`config.mk`:
```
export PLATFORM = sky130hd
export DESIGN_NAME = alu_share_ctrl
export DESIGN_NICKNAME = d
export VERILOG_FILES = /design/src/rtl/alu_pkg.sv /design/src/rtl/rr_arb2.sv /design/src/rtl/alu_share_ctrl.sv
export SDC_FILE = /design/constraint.sdc
export NUM_CORES = 1
export LEC_CHECK = 0
export BUFFER_PORTS_ARGS = -buffer_cell sky130_fd_sc_hd__buf_2
export CAP_MARGIN = 20
export CELL_PAD_IN_SITES_DETAIL_PLACEMENT = 1
export CELL_PAD_IN_SITES_GLOBAL_PLACEMENT = 1
export CORE_MARGIN = 2
export CORE_UTILIZATION = 33
export DETAILED_ROUTE_END_ITERATION = 6
export PLACE_DENSITY = 0.82
export SKIP_LAST_GASP = 1
export SLEW_MARGIN = 40
export SYNTH_ARGS = -nofsm -noshare
export SYNTH_HDL_FRONTEND = slang
export SYNTH_SLANG_ARGS = --single-unit
```
`constraint.sdc`:
```
create_clock -name clk -period 2.4 [get_ports clk]
set_clock_uncertainty 0.1 [all_clocks]
set_input_delay 0.24 -clock clk [delete_from_list [all_inputs] [get_ports clk]]
set_output_delay 0.24 -clock clk [all_outputs]
set_load 0.005 [all_outputs]
```
`src/rtl/alu_pkg.sv`:
```
// Shared opcode constants, FSM state encoding and width defaults for the
// shared-ALU controller.
package alu_pkg;

  localparam int unsigned DW_DEF  = 8;
  localparam int unsigned OW_DEF  = 9;
  localparam int unsigned OPW_DEF = 4;

  localparam logic [3:0] OP_ADD = 4'd0;
  localparam logic [3:0] OP_SUB = 4'd1;
  localparam logic [3:0] OP_AND = 4'd2;
  localparam logic [3:0] OP_OR  = 4'd3;
  localparam logic [3:0] OP_XOR = 4'd4;
  localparam logic [3:0] OP_SHL = 4'd5;
  localparam logic [3:0] OP_MAX = 4'd5;

  typedef enum logic [1:0] {
    IDLE = 2'd0,
    EXEC = 2'd1,
    RESP = 2'd2
  } state_t;

endpackage

```
`src/rtl/rr_arb2.sv`:
```
// Two-way round-robin grant: with both requesters valid the rr pointer picks,
// otherwise the single valid requester wins.
module rr_arb2 (
  input  logic [1:0] i_valid,
  input  logic       i_rr,
  output logic [1:0] o_grant,
  output logic       o_idx
);

  always_comb begin
    o_idx   = i_rr;
    o_grant = '0;
    if (i_valid == 2'b01) begin
      o_idx = 1'b0;
    end else if (i_valid == 2'b10) begin
      o_idx = 1'b1;
    end
    if (|i_valid) begin
      o_grant = o_idx ? 2'b10 : 2'b01;
    end
  end

endmodule

```
`src/rtl/alu_share_ctrl.sv`:
```
// Shares one external combinational ALU between two requesters: round-robin
// grant, registered operands, one-cycle execute and a held response.
module alu_share_ctrl #(
  parameter int unsigned DW     = 8,
  parameter int unsigned OW     = 9,
  parameter int unsigned OPW    = 4,
  parameter int unsigned OP_MAX = 5,
  parameter int unsigned CNTW   = 16
) (
  input  logic             clk,
  input  logic             rst_n,
  input  logic [1:0]       req_valid,
  output logic [1:0]       req_ready,
  input  logic [2*DW-1:0]  req_a,
  input  logic [2*DW-1:0]  req_b,
  input  logic [2*OPW-1:0] req_op,
  output logic [DW-1:0]    alu_a,
  output logic [DW-1:0]    alu_b,
  output logic [OPW-1:0]   alu_op,
  input  logic [OW-1:0]    alu_out,
  output logic             rsp_valid,
  input  logic             rsp_ready,
  output logic             rsp_id,
  output logic [OW-1:0]    rsp_data,
  output logic             rsp_err,
  output logic             busy,
  output logic [CNTW-1:0]  done_cnt
);
  import alu_pkg::*;

  state_t r_state, w_next;

  logic            r_rr;
  logic [1:0]      w_grant;
  logic            w_idx;
  logic            w_illegal;
  logic [DW-1:0]   w_sel_a, w_sel_b;
  logic [OPW-1:0]  w_sel_op;

  logic [DW-1:0]   r_alu_a, r_alu_b;
  logic [OPW-1:0]  r_alu_op;
  logic            r_rsp_valid, r_rsp_id, r_rsp_err;
  logic [OW-1:0]   r_rsp_data;
  logic [CNTW-1:0] r_done_cnt;

  rr_arb2 u_arb (
    .i_valid (req_valid),
    .i_rr    (r_rr),
    .o_grant (w_grant),
    .o_idx   (w_idx)
  );

  assign w_sel_a   = w_idx ? req_a[DW +: DW]   : req_a[0 +: DW];
  assign w_sel_b   = w_idx ? req_b[DW +: DW]   : req_b[0 +: DW];
  assign w_sel_op  = w_idx ? req_op[OPW +: OPW] : req_op[0 +: OPW];
  assign w_illegal = (w_sel_op > OPW'(OP_MAX));

  always_ff @(posedge clk) begin
    if (!rst_n) begin
      r_state <= IDLE;
    end else begin
      r_state <= w_next;
    end
  end

  // In IDLE a non-zero grant is always a handshake since grants imply valid.
  always_comb begin
    w_next    = r_state;
    req_ready = '0;
    case (r_state)
      IDLE: begin
        req_ready = w_grant;
        if (|w_grant) begin
          w_next = w_illegal ? RESP : EXEC;
        end
      end
      EXEC:    w_next = RESP;
      RESP:    if (rsp_ready) w_next = IDLE;
      default: w_next = IDLE;
    endcase
  end

  always_ff @(posedge clk) begin
    if (!rst_n) begin
      r_rr        <= 1'b0;
      r_alu_a     <= '0;
      r_alu_b     <= '0;
      r_alu_op    <= '0;
      r_rsp_valid <= 1'b0;
      r_rsp_id    <= 1'b0;
      r_rsp_data  <= '0;
      r_rsp_err   <= 1'b0;
      r_done_cnt  <= '0;
    end else begin
      case (r_state)
        IDLE: begin
          if (|w_grant) begin
            r_alu_a  <= w_sel_a;
            r_alu_b  <= w_sel_b;
            r_alu_op <= w_sel_op;
            r_rsp_id <= w_idx;
            if (w_illegal) begin
              r_rsp_data  <= '0;
              r_rsp_err   <= 1'b1;
              r_rsp_valid <= 1'b1;
            end
          end
        end
        EXEC: begin
          r_rsp_data  <= alu_out;
          r_rsp_err   <= 1'b0;
          r_rsp_valid <= 1'b1;
        end
        RESP: begin
          if (rsp_ready) begin
            r_rsp_valid <= 1'b0;
            r_rr        <= ~r_rsp_id;
            if (r_done_cnt != '1) begin
              r_done_cnt <= r_done_cnt + CNTW'(1);
            end
          end
        end
        default: ;
      endcase
    end
  end

  assign alu_a     = r_alu_a;
  assign alu_b     = r_alu_b;
  assign alu_op    = r_alu_op;
  assign rsp_valid = r_rsp_valid;
  assign rsp_id    = r_rsp_id;
  assign rsp_data  = r_rsp_data;
  assign rsp_err   = r_rsp_err;
  assign busy      = (r_state != IDLE);
  assign done_cnt  = r_done_cnt;

endmodule

```
==> summary.md <==
Global routing finished with a remaining overflow of 0. The fraction of synthesis flops using an asynchronous set or reset pin is 0%. In the post-synthesis netlist, the cell with the most instances is sky130_fd_sc_hd__dfxtp_1. In this run the worst path has a maximum fanout of 5. Layer with the highest usage after global routing: met2.

The placed instance area is 2810 um2, and the net count of the mapped netlist is 286. The synthesized design contains 0 enable-type register cells. The average footprint of a synthesized cell was 9.62 um2.

In the routed design, unresolved DRC markers number 0. After synthesis, the cell types taking the most area are sky130_fd_sc_hd__dfxtp_1 (46%), sky130_fd_sc_hd__a222oi_1 (7.7%), sky130_fd_sc_hd__nor2b_1 (5.1%), sky130_fd_sc_hd__a32o_1 (4.1%), sky130_fd_sc_hd__nand2_1 (4.1%). Entering global routing, the biggest net connects 36 pins. The floorplan has 29 rows. The flow ran to the end, and the final reports show no timing, DRC or antenna violations. Port buffering added 104 buffers. Counting I/O delays and the setup requirement, the final critical path takes 1.98 ns. The number of antenna-violating nets in the routed design was 0. The area of the placeable core was 6420 um2.

The kind of launch point of the worst setup path is a register. In the global route stage, met1 resource usage came out at 21.8%. The tools report the initial antenna violation count as 0.

For the worst setup path, the data required time is 2.49 ns. After synthesis, the largest area contributor takes up 45.9% of total cell area. The portion of the clock cycle consumed by the worst path in the final layout is 82.3%. The tools report the overall fraction of global-route tracks in use as 17.2%. The wire-length estimate of the detail-placed layout is 4620 um. For the final routed database, the setup TNS stands at 0 ns.

The post-synthesis cell area came out at 2220 um2. The post-route netlist has 36.9% of its cells at a drive strength greater than 1. The most used flip-flop cell after synthesis is sky130_fd_sc_hd__dfxtp_1.

The tools report the TritonCTS buffer count as 5. In this run the worst setup path begins at done_cnt[0]. Before CTS, the worst setup slack after placement is 0.431 ns.

Global routing used 3.27% of the available met3 tracks. TritonCTS built the clock tree. Buffers added to address setup during post-CTS repair amount to 0. The run gives 10400 um as the wire length of the first global-routing pass. After clock tree synthesis, the clock-pin slew on the worst setup and hold paths is 0.09 ns.

In the final routed layout, each cell accounts on average for 15.3 um. The startpoint identified for the worst register-to-register timing path is done_cnt[0]. In the routed layout, each cell is associated on average with a via count of 5.32. The cell count of the worst reg-to-reg path came out at 6.

The first-pass detailed-route iteration total is 4, and the number of buffers on the longest clock path is 2. The via count of the first global-routing pass came out at 2206. For this design the ratio of total power to cell area is 603 nW/um2.

The commonest cells after synthesis are sky130_fd_sc_hd__dfxtp_1 (51), sky130_fd_sc_hd__nand2_1 (24), sky130_fd_sc_hd__nor2b_1 (18), sky130_fd_sc_hd__a222oi_1 (17), sky130_fd_sc_hd__and2_1 (10). Max-cap violations in this run came to 0. The maximum single-stage delay on the critical path came out at 0.44 ns. For the number of hold-slack violations in the final timing report, the log shows 0. For the pin with the worst max-slew slack, the measured transition is 0.547 ns. After synthesis the netlist holds a flip-flop and latch count of 51. Across the VDD grid, the largest voltage drop is 0.231 mV. The tools report the final layout net count as 387.

Clock tree synthesis selected as its root buffer the cell sky130_fd_sc_hd__clkbuf_8. The sequential share of the synthesized area is 45.9%. In this run the worst hold path is classified as in2reg. 0 antenna diodes ended up in the layout. The finished cells cover 2900 um2.

The die covers 7410 um2. Hold repair after CTS inserted 0 buffers. Timing would allow up to 506 MHz. For this block, the initial DRC count from the detailed router was 147. Traced cell by cell, the critical path runs through ha_1, nand3_1, nor3_1, a21oi_1, xor2_1, and2_1. For the setup slack of the critical path after layout, the log shows 0.424 ns. The instance count along the most critical hold path came out at 2. Vertical die dimension: 86.1 um. Setup repair after global routing left no endpoint under its margin.

The number of gates resized after CTS was 0. For this design, the sink count on the clock tree is 51. For this block, the via count after detailed routing is 2180. The post-synthesis cell type with the largest combined area is sky130_fd_sc_hd__dfxtp_1. Setup violations remaining at the end of the flow were counted as 0. The worst setup path is captured at a register. Final hold analysis gives a worst-case slack of 0.0513 ns.

CTS built an H-tree with a depth of 2. Standard cell with the maximum stage delay on the critical path: sky130_fd_sc_hd__nor3_1. 105 I/O pins were placed. The horizontal die dimension is 86.1 um, and the aggregate routed wire length is 6270 um. The initial utilization of the core area, before any placement, comes to 34.6%.

After synthesis, the netlist uses 45 different library cells. Cells fill 45.2% of the core in the end. The run gives 0.00139 uW as the leakage power summed over all cells. The worst-case headroom to the max-slew limit was 63.3%; the number of max-slew violations in the final report was 0.

The synthesis warning total came out at 0. The synthesized instance count is 231. The tools report the hold path startpoint as alu_out[8]. For met2 alone, demand over resource in global routing was 29.8%. The area growth from synthesis to layout is 30.5%. For the worst setup path, the data arrival time is 2.07 ns.

The critical path is of the reg2reg type. For the worst-skew pair, the clock arrives at the later sink with an insertion delay of 0.29 ns. The congestion estimate from routability-driven global placement came to 0.775.
-- routing by layer --
layer | wire [um] | vias to the layer above
li1 | - | 1064
met1 | 2740 | 1053
met2 | 3190 | 61
met3 | 299 | 2
met4 | 32 | 0
met5 | 0 | -
-- placed cells by master (no fill, tap or decap), drive strengths merged, types with 3 or more instances in the layout --
| cell type | n |
|---|---|
| a21oi | 7 |
| a21boi | 3 |
| o21ai | 4 |
| nor2b | 18 |
| buf | 109 |
| nor2 | 6 |
| nand2b | 5 |
| nand4 | 6 |
| mux2i | 8 |
| and2 | 10 |
| nand3 | 8 |
| inv | 4 |
| a222oi | 17 |
| xor2 | 6 |
| a211oi | 3 |
| dfxtp | 51 |
| clkbuf | 5 |
| nor3 | 3 |
| nand2 | 24 |
| a32o | 9 |
-- cell families after synthesis --
logic type	after synthesis	synth area share, %
fa+ha+maj	2	1.07
buf+inv	19	3.60
compound gates	51	19.6
xor+xnor	8	3.15
mux	9	4.28
simple gates	91	22.4
flops	51	45.9
-- report_power, final --
part | internal [uW] | switching (uW)
combinational | 159 | 168
clock | 203 | 283
sequential | 901 | 34.2
total | 1260 | 485
-- per-stage QoR --
stage                     power (uW)  cells
after floorplan                 1130    231
after global placement          1280    402
after detailed placement        1280    402
after CTS                       1780    410
after global routing            1860    410
final                           1750    410
-- state kept, by name, summed over array words and instances, names as in the netlist, 2 cells and up --
signal	count
alu_a	8
alu_b	8
alu_op	4
done_cnt	16
r_state	2
rsp_data	9
-- worst max-delay path: cells and delay by family (launching register included) --
kind	cells	cell delay, ns
simple gates	3	0.70
flops	1	0.40
fa+ha+maj	1	0.21
compound gates	1	0.27
xor+xnor	1	0.19
-- area by class of cell --
type                    instances  area (um2)
clock inverters                 3        20.0
well taps                      77        96.3
inverters                       4        15.0
fillers                       792        3520
repair buffers                109         558
flip-flops and latches         51        1020
clock buffers                   5        68.8
multi-input cells             161        1120
-- path summary, 6_finish.rpt --
path	endpoint	slack, ns
worst min register to register	rsp_valid	0.35
worst min-delay path	rsp_data[8]	0.05
worst max register to register	done_cnt[3]	0.42
worst max-delay path	done_cnt[3]	0.42
No activity file was read; power rests on OpenSTA's default activity.
